--- config.mk ---
export PLATFORM = sky130hd
export DESIGN_NAME = spi_reg_bridge
export DESIGN_NICKNAME = d
export VERILOG_FILES = /design/src/rtl/spi_reg_pkg.sv /design/src/rtl/spi_reg_file.sv /design/src/rtl/spi_reg_bridge.sv
export SDC_FILE = /design/constraint.sdc
export NUM_CORES = 1
export LEC_CHECK = 0
export CELL_PAD_IN_SITES_DETAIL_PLACEMENT = 2
export CELL_PAD_IN_SITES_GLOBAL_PLACEMENT = 2
export CORE_MARGIN = 1.5
export CORE_UTILIZATION = 26
export CTS_CLUSTER_SIZE = 30
export DETAILED_ROUTE_END_ITERATION = 12
export PLACE_DENSITY_LB_ADDON = 0.1
export SLEW_MARGIN = 10
export SYNTH_ARGS = -nofsm -noshare
export SYNTH_HDL_FRONTEND = slang
export SYNTH_HIERARCHICAL = 1
export SYNTH_SLANG_ARGS = --single-unit
--- constraint.sdc ---
create_clock -name clk -period 3.41 [get_ports clk]
set_input_delay 0.682 -clock clk [delete_from_list [all_inputs] [get_ports clk]]
set_output_delay 0.682 -clock clk [all_outputs]
set_load 0.05 [all_outputs]
--- src/rtl/spi_reg_pkg.sv ---
// Purpose : shared types and constants for the SPI register bridge.
// Latency : n/a (package).
// Backpressure: n/a; the SPI byte stream has no flow control.
package spi_reg_pkg;

    typedef enum logic [1:0] {
        SYNC = 2'd0,
        IDLE = 2'd1,
        CMD  = 2'd2,
        DATA = 2'd3
    } state_t;

    localparam int          CMD_WR_BIT          = 7;
    localparam int          ADDR_W              = 7;
    localparam logic [7:0]  STATUS_IDLE_DEFAULT = 8'h00;

    // True when address a maps onto an implemented register.
    function automatic logic addr_in_range(logic [ADDR_W-1:0] a, int unsigned n);
        return 32'(a) < n;
    endfunction

endpackage

--- src/rtl/spi_reg_file.sv ---
// Purpose : NUM_REGS x 8-bit control register array, one write port, one combinational read port.
// Latency : write visible on reg_q/rd_data the cycle after we; read is combinational.
// Backpressure: none; every write request is accepted.
// Ports   : clk/reset; we/wr_addr/wr_data write port; rd_addr/rd_data read port
//           (out-of-range reads return 8'h00); reg_q flattened contents, reg n at [8n+7:8n].
module spi_reg_file
    import spi_reg_pkg::*;
#(
    parameter int unsigned NUM_REGS  = 16,
    parameter logic [7:0]  RESET_VAL = 8'h00
) (
    input  logic                  clk,
    input  logic                  reset,
    input  logic                  we,
    input  logic [ADDR_W-1:0]     wr_addr,
    input  logic [7:0]            wr_data,
    input  logic [ADDR_W-1:0]     rd_addr,
    output logic [7:0]            rd_data,
    output logic [NUM_REGS*8-1:0] reg_q
);

    logic [NUM_REGS*8-1:0] regs;

    always_ff @(posedge clk) begin
        if (reset) begin
            regs <= {NUM_REGS{RESET_VAL}};
        end else if (we) begin
            for (int i = 0; i < int'(NUM_REGS); i++) begin
                if (wr_addr == ADDR_W'(i)) begin
                    regs[8*i +: 8] <= wr_data;
                end
            end
        end
    end

    // Addresses with no backing register fall through to 8'h00.
    always_comb begin
        rd_data = 8'h00;
        for (int i = 0; i < int'(NUM_REGS); i++) begin
            if (rd_addr == ADDR_W'(i)) begin
                rd_data = regs[8*i +: 8];
            end
        end
    end

    assign reg_q = regs;

endmodule

--- src/rtl/spi_reg_bridge.sv ---
// Purpose : decodes SPI slave byte stream {wr,addr7} + data bytes into register reads/writes.
// Latency : tx_byte, reg_q, wr_stb/wr_addr/wr_data all update the cycle after rx_dv.
// Backpressure: none; every rx_dv byte is consumed in the cycle it arrives.
// Ports   : clk, reset (sync, active-high); spi_cs (active low, synchronised), rx_dv/rx_byte
//           from slave; tx_byte to slave; status_in returned during the command byte;
//           err (sticky, out-of-range access) / err_clr; wr_stb/wr_addr/wr_data write strobe;
//           reg_q flattened registers.
// Build   : define SPI_REG_BRIDGE_AUTOINC_EN to advance the address after each data byte.
module spi_reg_bridge
    import spi_reg_pkg::*;
#(
    parameter int unsigned NUM_REGS  = 16,
    parameter logic [7:0]  RESET_VAL = 8'h00
) (
    input  logic                  clk,
    input  logic                  reset,
    input  logic                  spi_cs,
    input  logic                  rx_dv,
    input  logic [7:0]            rx_byte,
    output logic [7:0]            tx_byte,
    input  logic [7:0]            status_in,
    input  logic                  err_clr,
    output logic                  err,
    output logic                  wr_stb,
    output logic [ADDR_W-1:0]     wr_addr,
    output logic [7:0]            wr_data,
    output logic [NUM_REGS*8-1:0] reg_q
);

    state_t            state;
    logic [ADDR_W-1:0] addr;
    logic              wr;
    logic [ADDR_W-1:0] next_addr;
    logic [ADDR_W-1:0] rd_addr;
    logic [7:0]        rd_data;
    logic [ADDR_W-1:0] cmd_addr;
    logic              cmd_wr;
    logic              rf_we;
    logic              err_set;

    assign cmd_addr = rx_byte[ADDR_W-1:0];
    assign cmd_wr   = rx_byte[CMD_WR_BIT];

`ifdef SPI_REG_BRIDGE_AUTOINC_EN
    // 7-bit add wraps 127 -> 0 naturally.
    assign next_addr = addr + ADDR_W'(1);
`else
    assign next_addr = addr;
`endif

    // Command byte reads the addressed register; data bytes prefetch the
    // address the next MISO byte will come from.
    assign rd_addr = (state == CMD) ? cmd_addr : next_addr;

    assign rf_we = (state == DATA) && rx_dv && wr && addr_in_range(addr, NUM_REGS);

    always_comb begin
        err_set = 1'b0;
        if (rx_dv) begin
            if (state == CMD) begin
                err_set = !cmd_wr && !addr_in_range(cmd_addr, NUM_REGS);
            end else if (state == DATA) begin
                err_set = wr ? !addr_in_range(addr, NUM_REGS)
                             : !addr_in_range(next_addr, NUM_REGS);
            end
        end
    end

    spi_reg_file #(
        .NUM_REGS  (NUM_REGS),
        .RESET_VAL (RESET_VAL)
    ) u_reg_file (
        .clk     (clk),
        .reset   (reset),
        .we      (rf_we),
        .wr_addr (addr),
        .wr_data (rx_byte),
        .rd_addr (rd_addr),
        .rd_data (rd_data),
        .reg_q   (reg_q)
    );

    always_ff @(posedge clk) begin
        if (reset) begin
            state   <= SYNC;
            addr    <= '0;
            wr      <= 1'b0;
            tx_byte <= STATUS_IDLE_DEFAULT;
            err     <= 1'b0;
            wr_stb  <= 1'b0;
            wr_addr <= '0;
            wr_data <= 8'h00;
        end else begin
            wr_stb <= 1'b0;

            // A new error in the same cycle as a clear must survive.
            if (err_set) begin
                err <= 1'b1;
            end else if (err_clr) begin
                err <= 1'b0;
            end

            case (state)
                // Coming out of reset mid-frame: wait for a clean frame boundary.
                SYNC: begin
                    if (spi_cs) begin
                        state <= IDLE;
                    end
                end
                IDLE: begin
                    tx_byte <= status_in;
                    if (!spi_cs) begin
                        state <= CMD;
                    end
                end
                CMD: begin
                    if (rx_dv) begin
                        addr  <= cmd_addr;
                        wr    <= cmd_wr;
                        state <= DATA;
                        if (!cmd_wr) begin
                            tx_byte <= rd_data;
                        end
                    end
                    if (spi_cs) begin
                        state <= IDLE;
                    end
                end
                DATA: begin
                    // A byte landing with the cs release is still honoured.
                    if (rx_dv) begin
                        if (wr) begin
                            if (rf_we) begin
                                wr_stb  <= 1'b1;
                                wr_addr <= addr;
                                wr_data <= rx_byte;
                            end
                        end else begin
                            tx_byte <= rd_data;
                        end
                        addr <= next_addr;
                    end
                    if (spi_cs) begin
                        state <= IDLE;
                    end
                end
                default: state <= SYNC;
            endcase
        end
    end

endmodule

Yosys cells after proc, flatten, opt, wreduce, memory -nomap -nowiden
Cells that the tools add are included.
Storage, ports and cells
  register bits: 163
  output and inout bits: 153
  logic and storage cells: 136
Operators by class
  order comparisons: 2
  equality and inequality tests: 40
  muxes and demuxes: 33
  bitwise gates (word level): 3
  reductions and logical operators: 34
Operators by type and width (count)
  2-to-1 mux 8 bit: 20
  == test 7 x 4 -> 1 bit (second input constant): 16
  == test 7 x 3 -> 1 bit (second input constant): 8
  AND reduction 2 bit: 17
  == test 7 x 2 -> 1 bit (second input constant): 4
  case mux 8 bit (3 select lines): 1
  == test 7 x 1 -> 1 bit (second input constant): 2
  logical NOT 7 bit: 2
  less-than comparator 7 x 5 -> 1 bit (second input constant): 2
  inequality test 2 bit (second input constant): 5
  2-to-1 mux 2 bit: 4
  2-to-1 mux 7 bit: 1
  2-to-1 mux 1 bit: 6
  case mux 2 bit (3 select lines): 1
  AND reduction 5 bit: 1
  == test 2 bit (second input constant): 2
  logical AND 1 bit: 4
  AND reduction 4 bit: 1
  OR reduction 4 bit: 1
  logical NOT 1 bit: 3
  inequality test 3 bit (second input constant): 1
  inverter 1 bit: 3
  AND reduction 3 bit: 1
  nonzero test 3 bit: 1
  5 further kinds: 5

Longest topological paths before layout
Gate-level depths: netlist (run 1).
  depth after elaboration: 22
  mapped depth: 15
  mapped depth without buffers: 10

Modules after synthesis
Netlist (run 1), hierarchy kept.
By module, submodules not included
  spi_reg_file: instances 1, cells each 752, area each 6211.0 µm²
  spi_reg_bridge: instances 1, cells each 181, area each 1507.7 µm²

Worst setup path before layout (run 1)
No wires, ideal clock.
  path type: flip-flop to flip-flop
  start: reg state[0]
  end: reg tx_byte[7]
  setup time: 0.091 ns
  data arrival time: 3.118 ns
  required time: 3.319 ns
  slack: 0.201 ns
  stages on the path, launching flop included: 16
  clock period less this slack: 3.209 ns
  cell sequence: dfxtp_1 -> inv_1 -> ha_1 -> buf_2 -> clkbuf_1 -> mux2_2 -> buf_2 -> clkbuf_1 -> clkbuf_1 -> buf_1 -> o21ai_0 -> a22oi_1 -> o221ai_1 -> o211ai_1 -> o21ai_0 -> a311oi_1
On the way
  longest elaborated chain between the ends: 22
  elaborated cells on any way between the ends: 47
  those cells by class: eq/ne (22); mux (22); reduce/logical (3)
Ends and longest elaborated chain
  start, declared: RTL line spi_reg_bridge.sv:30  | state_t state;
  start signal, assigned: RTL line spi_reg_bridge.sv:85  | state <= SYNC;
  start signal, assigned: RTL line spi_reg_bridge.sv:107  | state <= IDLE;
  start signal, assigned: RTL line spi_reg_bridge.sv:113  | state <= CMD;
  == test 2 bit (*): RTL line spi_reg_bridge.sv:53  | assign rd_addr = (state == CMD) ? cmd_addr : next_addr;
  2-to-1 mux 7 bit (*): RTL line spi_reg_bridge.sv:53
  net rd_addr[1]: RTL line spi_reg_bridge.sv:34  | logic [ADDR_W-1:0] rd_addr;
  logical NOT 7 bit: RTL line spi_reg_file.sv:40  | if (rd_addr == ADDR_W'(i)) begin
  2-to-1 mux 8 bit (15 in series): RTL line spi_reg_file.sv:40
  2-to-1 mux 8 bit (*): RTL line spi_reg_file.sv:40
  net rd_data[7]: RTL line spi_reg_bridge.sv:35  | logic [7:0] rd_data;
  2-to-1 mux 8 bit, on equally long branches: RTL line spi_reg_bridge.sv:132, spi_reg_bridge.sv:121
  2-to-1 mux 8 bit, on equally long branches: RTL line spi_reg_bridge.sv:131, spi_reg_bridge.sv:117
  case mux 8 bit (3 select lines) (*): RTL line spi_reg_bridge.sv:103  | case (state)
  end signal, assigned: RTL line spi_reg_bridge.sv:111  | tx_byte <= status_in;
  end signal, assigned: RTL line spi_reg_bridge.sv:122  | tx_byte <= rd_data;
  end signal, assigned: RTL line spi_reg_bridge.sv:139  | tx_byte <= rd_data;
  end, declared: RTL line spi_reg_bridge.sv:20  | output logic [7:0] tx_byte,
Mark *: on every way through the listed nets, which the timed path passes. The rest lies on a longest branch. The select of a mux whose other input is x is not followed.
A chain may end at the register's enable or synchronous reset.

Worst setup path after layout (run 1)
  start: reg state[0]
  end: reg tx_byte[2]
Same word-level chain as after synthesis.

==> impl_metrics.yaml, run 1 <==
outcome:
  status: "completed"
cts:
  path_clk_slew_ns: 0.07
  cts_buffers: 17
  cts_sinks: 163
  holdBufCountCts: 0
  worstSkewPairLatency_ns: 0.44
  cts_buffer_depth: 2
  cts-root-buf: "clkbuf_16"
  cts_tree: "yes"
  cts_resized: 0
  cts_htree_levels: 4
  cts_setup_buffers: 0
drt:
  drt-total-wl_mm: 36.2
  vias: 7902
  drtPass1Iterations: 4
  initialDrtViolationCount: 477
  wl_per_cell_microns: 24.0
  antenna_left: 0
  route.detailed.drc: 0
  viasPerCell: 5.25
finish:
  mostFrequentLayoutCells: "172 x clkdlybuf4s50_1, 163 x dfxtp_1, 134 x nand2_1"
  final_common_cell: "clkdlybuf4s50_1"
  fin_nets: 1135
  n_antenna_cell: 0
  drive_gt1_share_pct: 12.7
  fin_cells: 1506
  final_util_pct: 37.3
  area_growth_pct: 39.8
synthesis:
  synth_compound_area_share_pct: 16.7
  synth_simple_gate_area_share_pct: 21.5
  synth-edff-count: 0
  syn-instance-count: 933
  synth-xor-area-share_pct: 0
  synth_top_family_by_area: "simple AND/OR/NAND/NOR gates"
  synth.avg_cell_area_sq_um: 8.27
  synth_mux_area_share_pct: 13.9
  syn-cell-area_sq_um: 7720
  ys.flop_type: "dfxtp_1"
  synth_warnings: 6
  yosysUniqueCellTypes: 55
  synth_fa_ha_area_share_pct: 0.648
  syn_nets: 958
  synthArstFlopShare_pct: 0
  ys_ff_latch: 163
  synth-seq-area-share_pct: 42.3
global_route:
  grt_pass1_vias: 8309
  grt_overflow: 0
  grt_first_pass_wirelength_mm: 54.5
  grt.total_usage_pct: 23.9
  grt_max_degree: 66
  antenna_found_initial: 0
floorplanning:
  die_area_sq_um: 30700
  core-area_sq_um: 28900
  rows: 62
  start_util_pct: 26.7
  io_pins: 174
  die_h_microns: 175
  die-width_microns: 175
worst_setup_path:
  path_class: "flip-flop to flip-flop"
  cp-start-kind: "flip-flop"
  cp_max_fo: 11
  r2r_cells: 11
  cp.arrival_ns: 3.44
  reg2reg_slack_ns: 0.25
  r2r-end: "tx_byte[2]"
  cp-end-kind: "flip-flop"
  cp.required_ns: 3.69
  r2r_start: "state[0]"
power_and_ir_drop:
  p_leak_nw: 3.74
  power_mw: 5.60
  max-vdd-ir-drop_mv: 0.321
  power_density_nw_per_um2: 519
min_path:
  min_path_cells: 2
  holdPathEnd: "wr_data[7]"
  min_path_type: "flip-flop to flip-flop"
  hold_start: "wr_data[7]"
timing:
  finalCriticalPeriod_ns: 3.16
  rsz0062_at_grt: "false"
  tightest_slew_ns: 0.768
  worst_slew_margin_rel_pct: 48.8
  hold_ws_ns: 0.457
  slew_violations: 0
  fin_crit_sh_pct: 92.7
  hold_viol: 0
  setup-violations-final: 0
  skew_ns: 0.0116
  clock.fmax_mhz: 316
flow_run:
  cap_violations: 0
placement:
  gp_congestion: 0.870
  portBuffers: 173
  dpl.hpwl_mm: 26.3
  placed_cells: 1475
cell type report:
type	count	area, sq um
sequential	163	3260
multi-input combinational	673	4090
clock buffer	18	429
fill	3208	18100
tap	384	480
timing repair buffer	243	2340
inverter	12	45.0
clock inverter	13	139
layer usage:
layer	global-route usage (%)	up-vias	part of all wire [%]	wire length (microns)
met4	7.66	0	2.7	961
met3	3.98	55	4.2	1520
met5	0	-	0	0
met1	32.1	3990	47	16900
met2	38.9	218	46	16800
li1	-	3639	-	-
kinds of logic (layout without fill, tap and decap cells):
group,count (synthesis),count (layout)
compound gates,212,212
fa+ha+maj,4,4
buf+inv,97,286
flops,163,163
mux,98,98
simple gates,359,359
stage by stage:
step | area, sq um | setup slack (ns) | TNS [ns]
3_5_place_dp | 10200 | -0.130 | -0.150
3_3_place_gp | 10200 | 0.0115 | 0
2_1_floorplan | 7720 | 0.201 | 0
6_report | 10800 | 0.247 | 0
4_1_cts | 10800 | 0.0882 | 0
5_1_grt | 10800 | 0.0462 | 0
Yosys cell counts, types with 2 or more instances:
| library cell | count | share of area (%) |
|---|---|---|
| a21oi_1 | 118 | 7.7 |
| o22ai_1 | 11 | 0.89 |
| nand2b_1 | 16 | 1.3 |
| nor3_1 | 6 | 0.39 |
| a32oi_1 | 3 | 0.34 |
| o21ai_0 | 22 | 1.4 |
| inv_1 | 11 | 0.53 |
| or3_1 | 2 | 0.16 |
| clkbuf_1 | 69 | 3.4 |
| nor2b_1 | 9 | 0.73 |
| a31oi_1 | 7 | 0.57 |
| and3_1 | 2 | 0.16 |
| nor3_2 | 3 | 0.39 |
| nor2_1 | 78 | 3.8 |
| mux2i_1 | 78 | 10 |
| a221oi_1 | 3 | 0.34 |
| o21a_1 | 2 | 0.19 |
| o211ai_1 | 5 | 0.49 |
| mux2_2 | 14 | 2.0 |
| a22oi_1 | 7 | 0.68 |
| a222oi_1 | 2 | 0.26 |
| o2bb2ai_1 | 3 | 0.34 |
| and2_1 | 2 | 0.16 |
| nor4_1 | 2 | 0.16 |
| nand2_1 | 134 | 6.5 |
| a221o_1 | 3 | 0.39 |
| o221ai_1 | 4 | 0.45 |
| mux4_2 | 6 | 1.8 |
| nor3b_1 | 6 | 0.58 |
| buf_1 | 7 | 0.34 |
| buf_2 | 7 | 0.45 |
| nand3_2 | 3 | 0.39 |
| or2_2 | 8 | 0.65 |
| nand3_1 | 82 | 5.3 |
| a21o_1 | 5 | 0.49 |
| ha_1 | 4 | 0.65 |
| dfxtp_1 | 163 | 42 |
| a41oi_1 | 2 | 0.23 |
| a311oi_1 | 8 | 0.91 |
critical path: stages, from the launching register on:
cell	delay [ns]
dfxtp_1	0.37
inv_1	0.09
ha_1	0.30
buf_4	0.22
mux2_2	0.43
inv_1	0.27
and3_1	0.26
o311ai_1	0.37
a31oi_1	0.16
a221o_1	0.32
o21ai_0	0.10
a311oi_1	0.11
state kept, by name, indices dropped and copies added, names as in the netlist:
signal,count
wr_addr,7
err,1
addr,7
wr,1
u_reg_file/reg_q,128
tx_byte,8
state,2
wr_stb,1
wr_data,8
worst max path at each step:
| stage | start | slack (ns) | endpoint |
|---|---|---|---|
| 6_report | state[0] | 0.25 | tx_byte[2] |
| 2_1_floorplan | state[0] | 0.20 | tx_byte[7] |
| 5_1_grt | state[0] | 0.05 | tx_byte[2] |
| 3_3_place_gp | rx_byte[1] | 0.01 | tx_byte[5] |
| 3_5_place_dp | rx_byte[2] | -0.13 | tx_byte[2] |
| 4_1_cts | state[0] | 0.09 | tx_byte[2] |
report_power, final:
group          total, mW  internal [mW]  leakage (nW)  switching (mW)
Clock               1.95           1.03         0.270           0.924
Combinational       1.63          0.586          2.16            1.05
Sequential          2.01           1.96          1.31          0.0520
Note: power is estimated with default switching activity, not from simulation.
==> run 2, diff against run 1 <==
CELL_PAD_IN_SITES_DETAIL_PLACEMENT = 1   (was 2)
CELL_PAD_IN_SITES_GLOBAL_PLACEMENT = 1   (was 2)
CORE_UTILIZATION = 34   (was 26)
TNS_END_PERCENT = 30   (was default)
==> run 2 against run 1 <==
  * Setup slack improved by 0.033 ns
  * Via count decreased by 1.8%
  * Non-clock buffer count decreased by 13
  * Largest cell class unchanged
==> impl_metrics.yaml, run 2 (same netlist as run 1, synthesis figures left out) <==
drt:
  drtPass1Iterations: 5
  viasPerCell: 5.58
  initialDrtViolationCount: 527
  vias: 7761
  antenna_left: 0
  drt-total-wl_mm: 31.7
  wl_per_cell_microns: 22.8
  route.detailed.drc: 0
placement:
  dpl.hpwl_mm: 22.1
  placed_cells: 1358
  gp_congestion: 0.892
  pre_cts_ws_ns: 0.0748
  portBuffers: 173
cts:
  cts-root-buf: "clkbuf_16"
  path_clk_slew_ns: 0.07
  cts_buffer_depth: 2
  cts_tree: "yes"
  cts_sinks: 163
  holdBufCountCts: 0
  cts_htree_levels: 4
  cts_resized: 0
  cts_buffers: 17
  worstSkewPairLatency_ns: 0.44
  cts_setup_buffers: 0
finish:
  n_antenna_cell: 0
  fin_cells: 1390
  area_growth_pct: 37.0
  regArea_sq_um: 3260
  largest_register_ffs: 128
  drive_gt1_share_pct: 11.7
  final_util_pct: 48.0
  final_common_cell: "clkdlybuf4s50_1"
  fin_nets: 1122
  mostFrequentLayoutCells: "172 x clkdlybuf4s50_1, 163 x dfxtp_1, 134 x nand2_1"
  multi_input_area_sq_um: 4070
  fillers: 2600
timing:
  tightest_slew_ns: 0.729
  finalSetupTns_ns: 0
  hold_viol: 0
  rsz0062_at_grt: "false"
  setup-violations-final: 0
  skew_ns: 0.00848
  worst_slew_margin_rel_pct: 51.4
  slew_violations: 0
  clock.fmax_mhz: 320
  finalCriticalPeriod_ns: 3.13
  fin_crit_sh_pct: 91.8
  hold_ws_ns: 0.460
  layout_setup_ws_ns: 0.280
global_route:
  antenna_found_initial: 0
  grt_max_degree: 62
  grt_overflow: 0
  grt_pass1_vias: 7723
  grt.total_usage_pct: 26.6
  grt_first_pass_wirelength_mm: 47.9
power_and_ir_drop:
  max-vdd-ir-drop_mv: 0.372
  p_leak_nw: 3.68
  power_density_nw_per_um2: 528
worst_setup_path:
  path_class: "flip-flop to flip-flop"
  reg2reg_slack_ns: 0.28
  cp_max_fo: 13
  cp-start-kind: "flip-flop"
  cp-end-kind: "flip-flop"
  cp.required_ns: 3.70
  cp.arrival_ns: 3.42
flow_run:
  cap_violations: 0
outcome:
  status: "completed"
floorplanning:
  io_pins: 174
  start_util_pct: 35.0
  die_area_sq_um: 23600
  core-area_sq_um: 22000
  rows: 54
  die_h_microns: 154
  die-width_microns: 154
min_path:
  min_path_type: "flip-flop to flip-flop"
-- run 2: cell count changes in the layout (fill, tap and decap cells not counted), sizes merged --
cell	change
clkinv	+2
clkinvlp	-2
buf	-13
bufinv	+1
inv	+1
clkbuf	-1
-- run 2: routing by layer --
| layer | GRT usage [%] | vias to the layer above | share of wire (%) | wire (microns) |
|---|---|---|---|---|
| li1 | - | 3617 | - | - |
| met4 | 7.63 | 0 | 1.6 | 499 |
| met1 | 35.4 | 3844 | 46 | 14400 |
| met2 | 44.1 | 263 | 47 | 15000 |
| met5 | 0 | - | 0 | 0 |
| met3 | 4.88 | 37 | 5.3 | 1690 |
-- run 2: through the flow --
step	total power [mW]	cell area [sq um]
after floorplan	3.03	7720
after global routing	5.80	10600
final	5.58	10600
after detailed placement	3.56	9960
after global placement	3.55	9960
after CTS	5.59	10600
-- run 2: final timing paths --
kind | start | endpoint | depth (start not counted)
worst max-delay path | state[0] | tx_byte[0] | 12
worst min-delay path | wr_addr[3] | wr_addr[3] | 2
worst max register to register | state[0] | tx_byte[0] | 12
worst min register to register | wr_addr[3] | wr_addr[3] | 2
-- run 2: critical path, stage by stage, from the launching register on --
cell,delay [ns]
dfxtp_1,0.33
inv_1,0.11
ha_2,0.28
buf_4,0.20
mux2_2,0.48
nor2b_1,0.22
buf_4,0.18
a21o_1,0.15
a222oi_1,0.36
nor3_1,0.15
a221o_1,0.31
o21ai_0,0.08
a311oi_1,0.10
-- run 2: layout make-up --
type	instances	share of cell area, %
clock buffers	17	4.02
clock inverters	15	1.77
inverters	12	0.426
multi-input cells	673	38.5
flip-flops and latches	163	30.8
well taps	280	3.31
repair buffers	230	21.1
-- run 2: power by group --
group	switching (mW)	total, mW	internal (mW)
sequential	0.0455	2.00	1.96
clock	0.923	2.04	1.12
combinational	0.988	1.54	0.553
total	1.96	5.58	3.63
